`src/rtl/demux1_8_deser.sv`:
```
// Serial-in, parallel-out 1:8 demultiplexer. Bits fill slots 0..7 (LSB first) and each
// finished byte is registered to q with a one-cycle out_valid. Optional PARITY_CHK_EN adds an even-parity bit per word.
module demux1_8_deser (
  input  logic       clk,
  input  logic       rst,
  input  logic       din,
  input  logic       din_valid,
  input  logic       start,
  output logic [7:0] q,
  output logic       out_valid,
  output logic [2:0] sel,
  output logic       busy,
  output logic       parity_err
);

  localparam int N_OUT = 8;
  localparam int SEL_W = 3;

  typedef enum logic [1:0] {
    IDLE    = 2'd0,
    COLLECT = 2'd1
`ifdef PARITY_CHK_EN
    ,PARITY = 2'd2
`endif
  } state_e;

  state_e             state_q, state_d;
  logic [SEL_W-1:0]   sel_q, sel_d;
  logic [N_OUT-1:0]   shadow_q, shadow_d;
  logic [N_OUT-1:0]   q_q, q_d;
  logic               out_valid_q, out_valid_d;
  logic               parity_err_q, parity_err_d;

  always_ff @(posedge clk) begin
    if (rst) begin
      state_q      <= IDLE;
      sel_q        <= '0;
      shadow_q     <= '0;
      q_q          <= '0;
      out_valid_q  <= 1'b0;
      parity_err_q <= 1'b0;
    end else begin
      state_q      <= state_d;
      sel_q        <= sel_d;
      shadow_q     <= shadow_d;
      q_q          <= q_d;
      out_valid_q  <= out_valid_d;
      parity_err_q <= parity_err_d;
    end
  end

  always_comb begin
    state_d      = state_q;
    sel_d        = sel_q;
    shadow_d     = shadow_q;
    q_d          = q_q;
    out_valid_d  = 1'b0;
    parity_err_d = 1'b0;
    if (start) begin
      // Resync drops the partial word; a bit presented alongside start becomes bit 0.
      shadow_d = '0;
      if (din_valid) begin
        shadow_d[0] = din;
        sel_d       = SEL_W'(1);
        state_d     = COLLECT;
      end else begin
        sel_d   = '0;
        state_d = IDLE;
      end
    end else if (din_valid) begin
      case (state_q)
        IDLE: begin
          shadow_d[0] = din;
          sel_d       = SEL_W'(1);
          state_d     = COLLECT;
        end
        COLLECT: begin
          shadow_d[sel_q] = din;
          if (sel_q == SEL_W'(N_OUT - 1)) begin
            sel_d = '0;
`ifdef PARITY_CHK_EN
            state_d = PARITY;
`else
            q_d         = shadow_d;
            out_valid_d = 1'b1;
            state_d     = IDLE;
`endif
          end else begin
            sel_d = sel_q + SEL_W'(1);
          end
        end
`ifdef PARITY_CHK_EN
        PARITY: begin
          q_d          = shadow_q;
          out_valid_d  = 1'b1;
          parity_err_d = (^shadow_q) ^ din;
          sel_d        = '0;
          state_d      = IDLE;
        end
`endif
        default: begin
          sel_d   = '0;
          state_d = IDLE;
        end
      endcase
    end
  end

  assign q         = q_q;
  assign out_valid = out_valid_q;
  assign sel       = sel_q;
  assign busy      = (state_q != IDLE);
`ifdef PARITY_CHK_EN
  assign parity_err = parity_err_q;
`else
  assign parity_err = 1'b0;
`endif

endmodule

```
`config.mk`:
```
export PLATFORM = sky130hd
export DESIGN_NAME = demux1_8_deser
export DESIGN_NICKNAME = d
export VERILOG_FILES = /design/src/rtl/demux1_8_deser.sv
export SDC_FILE = /design/constraint.sdc
export NUM_CORES = 1
export LEC_CHECK = 0
export CAP_MARGIN = 0
export CORE_MARGIN = 3
export CORE_UTILIZATION = 54
export DETAILED_ROUTE_END_ITERATION = 16
export MAX_ROUTING_LAYER = met4
export PLACE_DENSITY = 0.82
export SYNTH_ARGS = -nofsm -noshare
export SYNTH_HDL_FRONTEND = slang
export SYNTH_SLANG_ARGS = --single-unit
export TNS_END_PERCENT = 10
```
`constraint.sdc`:
```
create_clock -name clk -period 2.75 [get_ports clk]
set_clock_uncertainty 0.2 [all_clocks]
set_input_delay 0.275 -clock clk [delete_from_list [all_inputs] [get_ports clk]]
set_output_delay 0.275 -clock clk [all_outputs]
set_load 0.005 [all_outputs]
```
Word level (Yosys, flattened, before mapping)
Index checks and enable logic that the tools add are counted.
Operators by class
  add/subtract/negate cells: 1
  order comparisons: 2
  equal/unequal tests: 3
  mux-type cells: 18
  bitwise gates (word level): 3
  reductions and logical operators: 11
Operators with widths (count)
  3-bit 2-to-1 mux: 3
  8-bit bitwise mux: 1
  1-bit 2-to-1 mux: 7
  2-bit 2-to-1 mux: 3
  3-bit case mux with 2 select lines: 1
  2-bit AND reduction: 3
  3-bit by 4-bit less-than comparator with 1-bit output, second input constant: 1
  2-bit case mux with 2 select lines: 1
  4-bit AND reduction: 1
  2-bit nonzero test: 2
  4-bit OR reduction: 1
  3-bit by 1-bit adder with 3-bit output, second input constant: 1
  1-bit demux with 3-bit select: 1
  3-bit == test, second input constant: 1
  3-bit by 1-bit greater-or-equal comparator with 1-bit output, second input constant: 1
  3-bit inequality test, second input constant: 1
  1-bit NOT: 3
  3-bit nonzero test: 1
  2-bit by 1-bit == test with 1-bit output, second input constant: 1
  2-bit zero test: 1
  1-bit case mux with 2 select lines: 1
  2-bit OR reduction: 1
  1-bit logical AND: 1
Word-level totals
  register bits: 22
  output and inout bits: 14
  word-level logic and storage cells: 44

Longest topological paths before layout
  word-level depth: 8
  mapped depth: 6
  mapped depth without buffers: 5

Worst setup path before layout
Ideal clock, no wire load.
  path type: flip-flop to flip-flop
  start point: register sel_q[0], in the netlist sel[0]
  end point: register out_valid_q, in the netlist out_valid
  library setup time: 0.115 ns
  data arrival time: 1.309 ns
  slack: 1.126 ns
  cell stages (with the launch flop): 7
  buffers on the path: 2
  period minus slack after synthesis: 1.624 ns
  cell sequence: dfxtp_1 ha_1 ha_1 and4b_1 buf_6 buf_6 and2_1
Between the ends
  word-level cells in the longest chain between the ends: 2
RTL lines
  start: declaration: line 28  | logic [SEL_W-1:0] sel_q, sel_d;
  start signal: assignment: line 44  | sel_q <= sel_d;
  3-bit == test: line 79  | if (sel_q == SEL_W'(N_OUT - 1)) begin
  1-bit 2-to-1 mux: line 79
  end signal: assignment: line 47  | out_valid_q <= out_valid_d;
  end: declaration: line 31  | logic out_valid_q, out_valid_d;
Every way passes these cells.
A chain may end at the register's enable or synchronous reset.

Final worst setup path
  start point: register sel_q[0], in the netlist sel[0]
  end point: register q_q[5], in the netlist q[5]
Between the ends
  word-level cells in the longest chain between the ends: 5
  elaborated cells between the ends (all ways): 8
  classes of those cells: order compare (2); eq/ne (1); mux (3); reduce/logical (2)
RTL lines
  3-bit by 4-bit less-than comparator with 1-bit output (implied by the code) / 3-bit by 1-bit greater-or-equal comparator with 1-bit output (equally long branches): line 78  | shadow_d[sel_q] = din;
  1-bit logical AND (implied by the code): line 78
  1-bit 2-to-1 mux (implied by the code): line 78
  1-bit demux with 3-bit select: line 78
  8-bit bitwise mux: line 78
  end signal: assignment: line 46  | q_q <= q_d;
  end: declaration: line 30  | logic [N_OUT-1:0] q_q, q_d;
Several ways; a longest one is shown, not always the timed one.

==> results.cfg <==
[timing]
rsz0062_at_grt = false
setup_viol = 0
final.setup.tns_ns = 0
holdWs_ns = 0.2696
period_needed_ns = 2.141
max_slew.worst_pin.slew_ns = 0.5318
finalHoldViolCount = 0
drv_slew = 0
max_freq_mhz = 467.2
post-route-period-util_pct = 77.84
setup_ws_ns = 0.6094
maxSlewHeadroom_pct = 64.50

[worst_setup_path]
crit_path_start_kind = flop
crit-reg2reg-capture = q[5]
cp.arrival_ns = 2.18
path_buf_inv = 0
max_stage_delay_ns = 0.67
ff2ff_setup_slack_ns = 0.61
required_ns = 2.79
cp_cell_sequence = ha_1, ha_1, and4b_1, o21ai_0, a31oi_1
crit_slowest_cell = dfxtp_1
crit_fanout = 19
reg2reg_depth = 5
rr_startpoint = sel[0]
end_kind = flop
crit_family = flip-flops
critPathMostFrequentCell = ha_1
crit_type = flop to flop

[drt]
drc_errors = 0
via_per_inst = 5.468
first_iter_violations = 18
drt_pass1_iterations = 7
via_count = 842
routedWlPerCell_um = 13.01
antenna_left = 0
routed_wl_mm = 2.004

[synth]
muxShareOfSynthArea_pct = 10.80
ys.flop_type = dfxtp_1
synth_area_leaders = dfxtp_1 (41%), mux2i_1 (11%), nand2_1 (6.3%)
yosysUniqueCellTypes = 32
synth_fa_ha_area_share_pct = 2.454
syn_nets = 124
ys_seq_area_share_pct = 41.23
synth.avg_cell_area_um2 = 8.716
synthCells = 117
async_reset_ff_share_pct = 0
ys_seq_elements = 21
synth_xor_area_share_pct = 0
synthesis.area_mm2 = 0.001020
synth_edf_count = 0
synth_top_family_by_area = simple AND/OR/NAND/NOR gates
synth_warnings = 0
synth.most_common_cell = dfxtp_1
synth_common_cells = dfxtp_1 (21), nand2_1 (17), a21oi_1 (11), mux2i_1 (11), o21ai_0 (10)
yosysTopAreaCell = dfxtp_1
synth_top_area_share_pct = 41.23
synth_simple_gate_area_share_pct = 21.60
synth_compound_area_share_pct = 16.93

[clock_network]
cts_num_sinks = 21
clk_latency_ns = 0.30
h-tree-depth = 1
hold_buffers = 0
ctsResizeCount = 0
tritoncts = built
cts.root.buffer_cell = clkbuf_4
cts_inserted_buffers = 3
clk_pin_slew_ns = 0.12
postCtsSetupBuffers = 0
cts_buffer_depth = 2

[floorplan]
core_area_mm2 = 0.001745
die_area_mm2 = 0.002446
die_h_um = 49.46
std_cell_rows = 15
top_level_ports = 19
start_util_pct = 58.42
die_w_um = 49.46

[global_routing]
grt_pass1_wl_mm = 3.408
gr-usage-all-layers_pct = 18.22
antenna_found_initial = 0
grt_remaining_overflow = 0
grt_max_degree = 20
grt_pass1_vias = 767

[worst_hold_path]
min_path_cells = 2
hold_path_class = flop to flop
hp-start = shadow_q[2]
hold_end = shadow_q[2]

[flow_run]
maxCapViolCount = 0

[cells_and_area]
fin_nets = 137
antenna_cells = 0
syn2layout_area_growth_pct = 16.56
post-route-util_pct = 68.10
drive_gt1_share_pct = 4.651

[placement]
place_hpwl_mm = 1.409
io_buffers = 17
dp_worst_setup_slack_ns = 0.6677
routabilityCongestion = 0.7994

[power_and_ir_drop]
ir_worst_vdd_v = 0.0003458
leakagePower_nw = 0.4930
power_density_mw_per_mm2 = 419.8

[run_status]
status = complete, no violations
[worst register-to-register path, stage by stage, from the launching register on]
cell,delay (ns)
dfxtp_1,0.67
ha_1,0.25
ha_1,0.16
and4b_1,0.51
o21ai_0,0.15
a31oi_1,0.15
[report_power, final]
part / internal [W] / total (W) / leakage [nW] / switching, W
clock: 0.0000541 / 0.000148 / 0.0177 / 0.0000942
sequential: 0.000307 / 0.000314 / 0.170 / 0.00000679
combinational: 0.0000168 / 0.0000370 / 0.305 / 0.0000202
total: 0.000378 / 0.000499 / 0.493 / 0.000121
[kinds of logic after synthesis]
logic type / count (synthesis)
multiplexers: 11
other: 1
AO/OA/AOI/OAI: 29
AND/OR/NAND/NOR: 42
flip-flops: 21
buffers and inverters: 11
adder cells (fa/ha/maj): 2
[final cells by class]
cell class	count	area [µm²]
fill	152	556.8
multi-input combinational	85	531.8
sequential	21	420.4
tap	25	31.28
clock buffer	3	22.52
clock inverter	1	5.005
timing repair buffer	17	170.2
inverter	2	7.507
[layer usage]
layer  global-route usage [%]  part of all wire [%]  vias up
met4                    4.147                  0.75        0
li1                         -                     -      435
met2                    27.90                    45       24
met3                    3.625                   4.6        2
met1                    24.91                    50      381
met5                        -                     0        -
[flip-flops by register name (all words and copies together) (netlist names)]
signal	cells
state_q	1
q	8
out_valid	1
sel	3
shadow_q	8
[cell usage in the layout, fill, tap and decap left out, types with 2 or more instances in the layout]
cell type	instances
clkbuf_4	3
a21oi_1	11
clkdlybuf4s50_1	17
nand3_1	4
nor2b_1	3
and3_1	3
a22oi_1	2
inv_1	2
nor2_1	3
o21ai_0	10
dfxtp_1	21
or3b_1	2
nand2_1	17
mux2i_1	11
nand3b_1	2
ha_1	2
nor3_1	2
[worst max path at each step]
stage | startpoint | endpoint | depth (start not counted)
after global routing | sel[0] | q[7] | 5
after global placement | sel[0] | q[5] | 5
after CTS | sel[0] | q[5] | 5
final | sel[0] | q[5] | 5
after detailed placement | sel[0] | q[5] | 5
after floorplan | sel[0] | out_valid | 6
[through the flow]
step                      cells  power [W]  area (µm²)
after global placement      150  0.0003559        1161
after detailed placement    150  0.0003566        1161
after CTS                   154  0.0005013        1189
after floorplan             117  0.0003417        1020
final                       154  0.0004990        1189
after global routing        154  0.0005182        1189
Power figures use the tool's default switching activity.
